--- config.mk ---
export PLATFORM = sky130hd
export DESIGN_NAME = intra16_mode_sched
export DESIGN_NICKNAME = d
export VERILOG_FILES = /design/src/rtl/intra16_pkg.sv /design/src/rtl/intra16_row_sad.sv /design/src/rtl/intra16_mode_sched.sv
export SDC_FILE = /design/constraint.sdc
export NUM_CORES = 2
export LEC_CHECK = 0
export ABC_AREA = 0
export CORE_MARGIN = 2
export CORE_UTILIZATION = 55
export DETAILED_ROUTE_END_ITERATION = 8
export MAX_ROUTING_LAYER = met4
export PLACE_DENSITY = 0.9
export SLEW_MARGIN = 30
export SYNTH_ARGS = -nofsm -noshare
export SYNTH_HDL_FRONTEND = slang
export SYNTH_SLANG_ARGS = --single-unit
export TNS_END_PERCENT = 5
--- constraint.sdc ---
create_clock -name clk -period 3.4 [get_ports clk]
set_input_delay 0.68 -clock clk [delete_from_list [all_inputs] [get_ports clk]]
set_output_delay 0.68 -clock clk [all_outputs]
set_load 0.02 [all_outputs]
--- src/rtl/intra16_pkg.sv ---
// Shared constants, mode codes and FSM state encoding for the Intra 16x16
// mode scheduler and its row SAD/residual datapath.
package intra16_pkg;

    localparam int MB_ROWS   = 16;
    localparam int MB_COLS   = 16;
    localparam int MB_SAD_W  = 16;
    localparam int PIX_W     = 8;
    localparam int RES_W     = 9;
    localparam int ROW_SAD_W = 12;
    localparam int ROW_W     = 4;

    localparam logic [1:0] MODE_V  = 2'd0;
    localparam logic [1:0] MODE_H  = 2'd1;
    localparam logic [1:0] MODE_DC = 2'd2;

    typedef enum logic [2:0] {
        IDLE,
        S_REQ,
        S_WAIT,
        DECIDE,
        R_REQ,
        R_WAIT,
        R_PUSH,
        FIN
    } state_e;

endpackage

--- src/rtl/intra16_row_sad.sv ---
// Combinational per-row datapath: 9-bit signed residual per lane and the
// sum of absolute differences across the row for one prediction mode.
module intra16_row_sad
    import intra16_pkg::*;
#(
    parameter int COLS = MB_COLS
) (
    input  logic [COLS*PIX_W-1:0]   src_i,
    input  logic [COLS*PIX_W-1:0]   pred_i,
    output logic [ROW_SAD_W-1:0]    sad_o,
    output logic [COLS*RES_W-1:0]   res_o
);

    logic [RES_W-1:0] diff;
    logic [RES_W-1:0] mag;

    // NOTE: every variable gets a default before the loop so no path leaves
    // a value unassigned, which would otherwise infer a latch.
    always_comb begin
        sad_o = '0;
        res_o = '0;
        diff  = '0;
        mag   = '0;
        for (int c = 0; c < COLS; c++) begin
            // Zero-extending both operands makes the 9-bit wrap the exact
            // two's-complement difference in -255..+255.
            diff = {1'b0, src_i[c*PIX_W +: PIX_W]} - {1'b0, pred_i[c*PIX_W +: PIX_W]};
            mag  = diff[RES_W-1] ? -diff : diff;
            res_o[c*RES_W +: RES_W] = diff;
            sad_o = sad_o + ROW_SAD_W'(mag);
        end
    end

endmodule

--- src/rtl/intra16_mode_sched.sv ---
// Two-pass Intra 16x16 scheduler: pass 1 accumulates V/H/DC SADs and picks
// the best mode, pass 2 streams that mode's residual rows with backpressure.
module intra16_mode_sched
    import intra16_pkg::*;
#(
    parameter int ROWS  = MB_ROWS,
    parameter int COLS  = MB_COLS,
    parameter int SAD_W = MB_SAD_W
) (
    input  logic                     clk,
    input  logic                     reset,
    input  logic                     start,
    output logic                     busy,
    output logic                     rd_req,
    output logic                     rd_pass,
    output logic [ROW_W-1:0]         rd_addr,
    input  logic                     in_valid,
    input  logic [COLS*PIX_W-1:0]    mb_row,
    input  logic [COLS*PIX_W-1:0]    vpred_row,
    input  logic [COLS*PIX_W-1:0]    hpred_row,
    input  logic [COLS*PIX_W-1:0]    dcpred_row,
    output logic                     res_valid,
    input  logic                     res_ready,
    output logic [COLS*RES_W-1:0]    res_row,
    output logic [ROW_W-1:0]         res_addr,
    output logic [SAD_W-1:0]         sad_v,
    output logic [SAD_W-1:0]         sad_h,
    output logic [SAD_W-1:0]         sad_dc,
    output logic [1:0]               best_mode,
    output logic                     done
);

    state_e                  state_q, state_d;
    logic [ROW_W-1:0]        row_q, row_d;
    logic [SAD_W-1:0]        acc_v_q, acc_v_d, acc_h_q, acc_h_d, acc_dc_q, acc_dc_d;
    logic [SAD_W-1:0]        sad_v_q, sad_v_d, sad_h_q, sad_h_d, sad_dc_q, sad_dc_d;
    logic [1:0]              best_q, best_d;
    logic [COLS*RES_W-1:0]   res_row_q, res_row_d;
    logic [ROW_W-1:0]        res_addr_q, res_addr_d;
    logic                    busy_q, busy_d;

    logic [ROW_SAD_W-1:0]    rsad_v, rsad_h, rsad_dc;
    logic [COLS*RES_W-1:0]   res_v, res_h, res_dc, res_sel;
    logic                    last_row;

    intra16_row_sad #(.COLS(COLS)) u_sad_v  (.src_i(mb_row), .pred_i(vpred_row),  .sad_o(rsad_v),  .res_o(res_v));
    intra16_row_sad #(.COLS(COLS)) u_sad_h  (.src_i(mb_row), .pred_i(hpred_row),  .sad_o(rsad_h),  .res_o(res_h));
    intra16_row_sad #(.COLS(COLS)) u_sad_dc (.src_i(mb_row), .pred_i(dcpred_row), .sad_o(rsad_dc), .res_o(res_dc));

    assign last_row = (row_q == ROW_W'(ROWS-1));

    always_comb begin
        case (best_q)
            MODE_H:  res_sel = res_h;
            MODE_DC: res_sel = res_dc;
            default: res_sel = res_v;
        endcase
    end

    always_comb begin
        state_d    = state_q;
        row_d      = row_q;
        acc_v_d    = acc_v_q;
        acc_h_d    = acc_h_q;
        acc_dc_d   = acc_dc_q;
        sad_v_d    = sad_v_q;
        sad_h_d    = sad_h_q;
        sad_dc_d   = sad_dc_q;
        best_d     = best_q;
        res_row_d  = res_row_q;
        res_addr_d = res_addr_q;
        busy_d     = busy_q;

        case (state_q)
            IDLE: if (start) begin
                acc_v_d  = '0;
                acc_h_d  = '0;
                acc_dc_d = '0;
                row_d    = '0;
                busy_d   = 1'b1;
                state_d  = S_REQ;
            end
            S_REQ: state_d = S_WAIT;
            S_WAIT: if (in_valid) begin
                acc_v_d  = acc_v_q  + SAD_W'(rsad_v);
                acc_h_d  = acc_h_q  + SAD_W'(rsad_h);
                acc_dc_d = acc_dc_q + SAD_W'(rsad_dc);
                if (last_row) begin
                    state_d = DECIDE;
                end else begin
                    row_d   = row_q + 1'b1;
                    state_d = S_REQ;
                end
            end
            DECIDE: begin
                sad_v_d  = acc_v_q;
                sad_h_d  = acc_h_q;
                sad_dc_d = acc_dc_q;
                // Non-strict compares give ties to the lower mode index.
                if (acc_v_q <= acc_h_q && acc_v_q <= acc_dc_q) best_d = MODE_V;
                else if (acc_h_q <= acc_dc_q)                  best_d = MODE_H;
                else                                           best_d = MODE_DC;
                row_d   = '0;
                state_d = R_REQ;
            end
            R_REQ: state_d = R_WAIT;
            R_WAIT: if (in_valid) begin
                res_row_d  = res_sel;
                res_addr_d = row_q;
                state_d    = R_PUSH;
            end
            R_PUSH: if (res_ready) begin
                if (last_row) begin
                    state_d = FIN;
                end else begin
                    row_d   = row_q + 1'b1;
                    state_d = R_REQ;
                end
            end
            FIN: begin
                busy_d  = 1'b0;
                state_d = IDLE;
            end
            default: state_d = IDLE;
        endcase
    end

    // NOTE: state uses non-blocking assignments so every register samples
    // the pre-edge values regardless of statement order.
    always_ff @(posedge clk or negedge reset) begin
        if (!reset) begin
            state_q    <= IDLE;
            row_q      <= '0;
            acc_v_q    <= '0;
            acc_h_q    <= '0;
            acc_dc_q   <= '0;
            sad_v_q    <= '0;
            sad_h_q    <= '0;
            sad_dc_q   <= '0;
            best_q     <= MODE_V;
            res_row_q  <= '0;
            res_addr_q <= '0;
            busy_q     <= 1'b0;
        end else begin
            state_q    <= state_d;
            row_q      <= row_d;
            acc_v_q    <= acc_v_d;
            acc_h_q    <= acc_h_d;
            acc_dc_q   <= acc_dc_d;
            sad_v_q    <= sad_v_d;
            sad_h_q    <= sad_h_d;
            sad_dc_q   <= sad_dc_d;
            best_q     <= best_d;
            res_row_q  <= res_row_d;
            res_addr_q <= res_addr_d;
            busy_q     <= busy_d;
        end
    end

    assign rd_req    = (state_q == S_REQ) || (state_q == R_REQ);
    assign rd_pass   = (state_q == R_REQ) || (state_q == R_WAIT);
    assign rd_addr   = rd_req ? row_q : '0;
    assign res_valid = (state_q == R_PUSH);
    assign res_row   = res_row_q;
    assign res_addr  = res_addr_q;
    assign sad_v     = sad_v_q;
    assign sad_h     = sad_h_q;
    assign sad_dc    = sad_dc_q;
    assign best_mode = best_q;
    assign busy      = busy_q;
    assign done      = (state_q == FIN);

endmodule

==> flow_metrics.py, run 1 <==
metrics = {
    "placed_design": {
        "place_ws_ps": -7140,
        "dpl.hpwl_um": 203000,
        "gp_congestion": 1.16,
        "place_area_mm2": 0.0680,
        "portBuffers": 723,
    },
    "floorplanning": {
        "die_y_um": 298,
        "initial_utilization": 0.556,
        "ios": 724,
        "rows": 107,
        "die_w_um": 298,
    },
    "logic_synthesis": {
        "syn_area_per_cell_um2": 8.16,
        "synth.distinct_cells": 77,
        "syn-num-nets": 7327,
        "yosysWarnings": 0,
        "syn_inst": 5811,
        "syn-cell-area_mm2": 0.0474,
        "synth_edf_count": 0,
        "synth_flop_cell": "dfrtp_1",
        "seq_area_frac_synth": 0.134,
        "synth-async-reset-ratio": 1.00,
        "synth_seq_cells": 254,
    },
    "clock_network": {
        "htree_levels": 2,
        "cts_buffer_depth": 3,
        "cts_made_buffers": 35,
        "cts_root_buf": "clkbuf_16",
        "cts_sinks": 254,
    },
    "status": {
        "lastStage": "global routing (5_1_grt)",
        "status": "did not finish",
        "error": "[ERROR GRT-0116] Global routing finished with congestion. Check the congestion regions in the DRC Viewer.",
    },
    "global_routing": {
        "grt_pass1_wl_um": 620000,
        "overflow": 4838,
        "grt_max_degree": 79,
        "first_global_vias": 85000,
        "track_usage": 0.969,
    },
}
[per-layer routing]
metal  track usage  GRT overflow
met1         0.913           605
met2          1.12          2910
met3         0.880           441
met4         0.938           882
met5             -             -
[synth_stat cells (51+ instances only)]
| cell | number | area [um^2] |
|---|---|---|
| inv_1 | 883 | 3310 |
| ha_1 | 603 | 7540 |
| nor2_1 | 529 | 1990 |
| o21ai_0 | 402 | 2010 |
| xnor2_1 | 398 | 3490 |
| fa_1 | 396 | 7930 |
| nand2_1 | 366 | 1370 |
| a21oi_1 | 324 | 1620 |
| dfrtp_1 | 254 | 6360 |
| xor2_1 | 251 | 2200 |
| clkbuf_1 | 125 | 469 |
| nand2b_1 | 103 | 644 |
| nor3_1 | 86 | 430 |
| a21o_1 | 74 | 556 |
| nand3_1 | 74 | 370 |
| o21bai_1 | 68 | 510 |
| a211oi_1 | 61 | 458 |
| a31oi_1 | 60 | 375 |
| o21a_1 | 60 | 450 |
| o22ai_1 | 53 | 332 |
| nor2b_1 | 52 | 325 |
| o31ai_1 | 51 | 383 |
[kinds of logic after synthesis]
family	after synthesis	synth area share
AND/OR/NAND/NOR	1438	0.142
AO/OA/AOI/OAI	1415	0.190
buffers and inverters	1025	0.0812
adder cells (fa/ha/maj)	999	0.326
XOR/XNOR	649	0.120
flip-flops	254	0.134
multiplexers	31	0.00702
[stage by stage]
step | hold WS [ps] | setup TNS, ps | std cells
floorplan | 384 | -206270 | 5811
global placement | 464 | -264010 | 9118
detailed placement | 468 | -291510 | 9118
CTS | 113 | -229870 | 9247
[timing repair]
action,4_1_cts
cloned,0
setup buffers,68
resized for setup,445
setup endpoints to repair,48
pin swaps,267
hold buffers,0
==> inputs of run 2 (changes only) <==
--- a/config.mk
+++ b/config.mk
@@ -7,10 +7,9 @@
 export LEC_CHECK = 0
 export ABC_AREA = 0
 export CORE_MARGIN = 2
-export CORE_UTILIZATION = 55
+export CORE_UTILIZATION = 40
 export DETAILED_ROUTE_END_ITERATION = 8
-export MAX_ROUTING_LAYER = met4
-export PLACE_DENSITY = 0.9
+export PLACE_DENSITY_LB_ADDON = 0.15
 export SLEW_MARGIN = 30
 export SYNTH_ARGS = -nofsm -noshare
 export SYNTH_HDL_FRONTEND = slang
==> run 2 against run 1 <==
The flow now finishes, with violations (negative setup slack). Area after synthesis is the same. Synthesized cell count is the same.
==> flow_metrics.py, run 2 <==
metrics = {
    "floorplanning": {
        "die_w_um": 348,
        "initial_utilization": 0.403,
        "dieArea_mm2": 0.121,
        "rows": 126,
        "ios": 724,
        "die_y_um": 348,
        "core_area_mm2": 0.118,
    },
    "timing": {
        "slew_headroom": 0.384,
        "rsz0062_at_grt": "yes",
        "fin_crit_sh": 2.76,
        "worstMarginPinSlew_ps": 914,
        "max_freq_ghz": 0.107,
        "hold_viol_final": 0,
        "setup_viol": 46,
        "skew_ps": 20.1,
        "period_needed_ps": 9380,
        "worst_slack_ps": -5980,
        "slew_violations": 0,
    },
    "logic_synthesis": {
        "seq_area_frac_synth": 0.134,
        "synth_common_cells": "inv_1, ha_1, nor2_1",
        "netlist.area_leader.share": 0.167,
        "yosysWarnings": 0,
        "syn_inst": 5811,
        "synth.distinct_cells": 77,
        "synth_area_leader_cell": "fa_1",
        "synth.most_common_cell": "inv_1",
        "syn-cell-area_mm2": 0.0474,
        "synth_seq_cells": 254,
        "syn-num-nets": 7327,
        "synth-async-reset-ratio": 1.00,
        "synth_flop_cell": "dfrtp_1",
        "synth_area_leaders": "fa_1, ha_1, dfrtp_1",
        "synth_edf_count": 0,
        "syn_area_per_cell_um2": 8.16,
    },
    "clock_network": {
        "cts_root_buf": "clkbuf_16",
        "cts_tree": "done",
        "htree_levels": 2,
        "cts_buffer_depth": 3,
        "clk_latency_ps": 580,
        "cts_made_buffers": 36,
        "cts_sinks": 254,
        "clk_pin_slew_worst_paths_ps": 70,
    },
    "status": {
        "status": "complete, but fails checks",
        "violations": "negative setup slack",
    },
    "worst_setup_path": {
        "slowest_delay_ps": 550,
        "r2r_slack_ps": 710,
        "crit_type": "in -> reg",
        "cp.arrival_ps": 9840,
        "reg2reg_depth": 8,
        "start_kind": "primary input",
        "worstReg2RegEnd": "res_row[124]$_DFFE_PN0P_",
        "end_kind": "flip-flop",
        "critPathMostFrequentCell": "fa_1",
        "critPathMaxFanout": 3,
        "reg2reg_from": "best_mode[0]$_DFFE_PN0P_",
        "critPathSlowestCell": "fa_1",
        "crit_required_ps": 3860,
    },
    "placed_design": {
        "gp_congestion": 0.993,
        "portBuffers": 723,
        "place_area_mm2": 0.0695,
        "dpl.hpwl_um": 185000,
    },
    "routing": {
        "wl_met3_um": 17200,
        "highest_layer": "met5",
        "wl_per_cell_um": 22.2,
        "drtIter0Drc": 3759,
        "postRouteAntennaNets": 0,
        "wl_met1_um": 87500,
        "wl_met2_um": 100000,
        "drt_drc_violations_left": 0,
        "drt_wl_total_um": 216000,
        "post_drt_via_cell_ratio": 5.33,
        "dr.pass1.iters": 5,
        "dr_total_vias": 51900,
    },
    "cells_and_area": {
        "largest_register_ff_count": 144,
        "final_common_cell": "buf_4",
        "layout-drive-gt1-share": 0.274,
        "fillers": 10500,
        "postLayoutCoreUtil": 0.616,
        "final_cell_mix": "buf_4, inv_1, clkdlybuf4s50_1",
        "final_net_count": 9692,
        "final_cell_area_mm2": 0.0726,
        "area_delta_synth_final_pct": 53.0,
        "antenna_cells": 0,
    },
    "run": {
        "drv_cap": 0,
    },
    "global_routing": {
        "grt_max_degree": 102,
        "first_global_vias": 52300,
        "track_usage": 0.348,
        "grt_pass1_wl_um": 320000,
        "grt_antenna_before_repair": 2,
        "overflow": 0,
    },
    "worst_hold_path": {
        "min_path_type": "in -> async",
    },
}
-- run 2: metrics by stage --
step	setup slack [ps]	hold WS (ps)	cells	setup TNS, ps
2_1_floorplan	-5330	384	5811	-206270
3_5_place_dp	-6900	462	9638	-279400
6_report	-5980	73.9	9739	-222820
3_3_place_gp	-6800	462	9638	-275210
5_1_grt	-6250	108	9739	-236550
4_1_cts	-5810	80.1	9718	-224340
-- run 2: layout make-up --
type / instances / area [um^2] / area share
Clock buffer: 49 / 1040 / 0.0143
Clock inverter: 16 / 178 / 0.00245
Inverter: 885 / 3340 / 0.0460
Multi-Input combinational cell: 4532 / 39200 / 0.541
Sequential cell: 254 / 6360 / 0.0876
Tap cell: 1536 / 1920 / 0.0265
Timing Repair Buffer: 2467 / 20500 / 0.282
-- run 2: layer usage --
layer | GRT usage | vias to the layer above
li1 | - | 24500
met4 | 0.151 | 4
met5 | 0 | -
met1 | 0.447 | 24900
met3 | 0.0604 | 440
met2 | 0.574 | 2036
-- run 2: repair_timing --
action	in CTS	in global routing
resized for setup	141	271
endpoints found under the setup margin	48	47
setup buffers	15	22
gates cloned	0	0
pin swaps	85	168
hold buffers	0	0
-- run 2: cells by family after synthesis --
logic type,after synthesis,share of synthesized area
adder cells (fa/ha/maj),999,0.326
AND/OR/NAND/NOR,1438,0.142
multiplexers,31,0.00702
buffers and inverters,1025,0.0812
flip-flops,254,0.134
AO/OA/AOI/OAI,1415,0.190
XOR/XNOR,649,0.120
-- run 2: worst max-delay path by stage --
stage               slack, ps          start  depth (start not counted)                       end
finish                  -5980  vpred_row[11]                         40   acc_v_q[13]$_DFFE_PN0P_
CTS                     -5810  vpred_row[11]                         39   acc_v_q[15]$_DFFE_PN0P_
global placement        -6800      mb_row[8]                         41  acc_dc_q[13]$_DFFE_PN0P_
detailed placement      -6900      mb_row[8]                         37  acc_dc_q[13]$_DFFE_PN0P_
global route            -6250  vpred_row[11]                         40   acc_v_q[15]$_DFFE_PN0P_
floorplan               -5330      mb_row[8]                         38   acc_v_q[13]$_DFFE_PN0P_
-- run 2: critical path: cells and delay by family --
family                   cells  cell delay, ps
AO/OA/AOI/OAI               11            2040
XOR/XNOR                     3             490
adder cells (fa/ha/maj)     10            4140
buffers and inverters        6             870
AND/OR/NAND/NOR             10            1610
Power of run 2 is left out: the tool's default activity adds up to more than one toggle a clock period on the data nets, which glitch-free logic cannot reach.
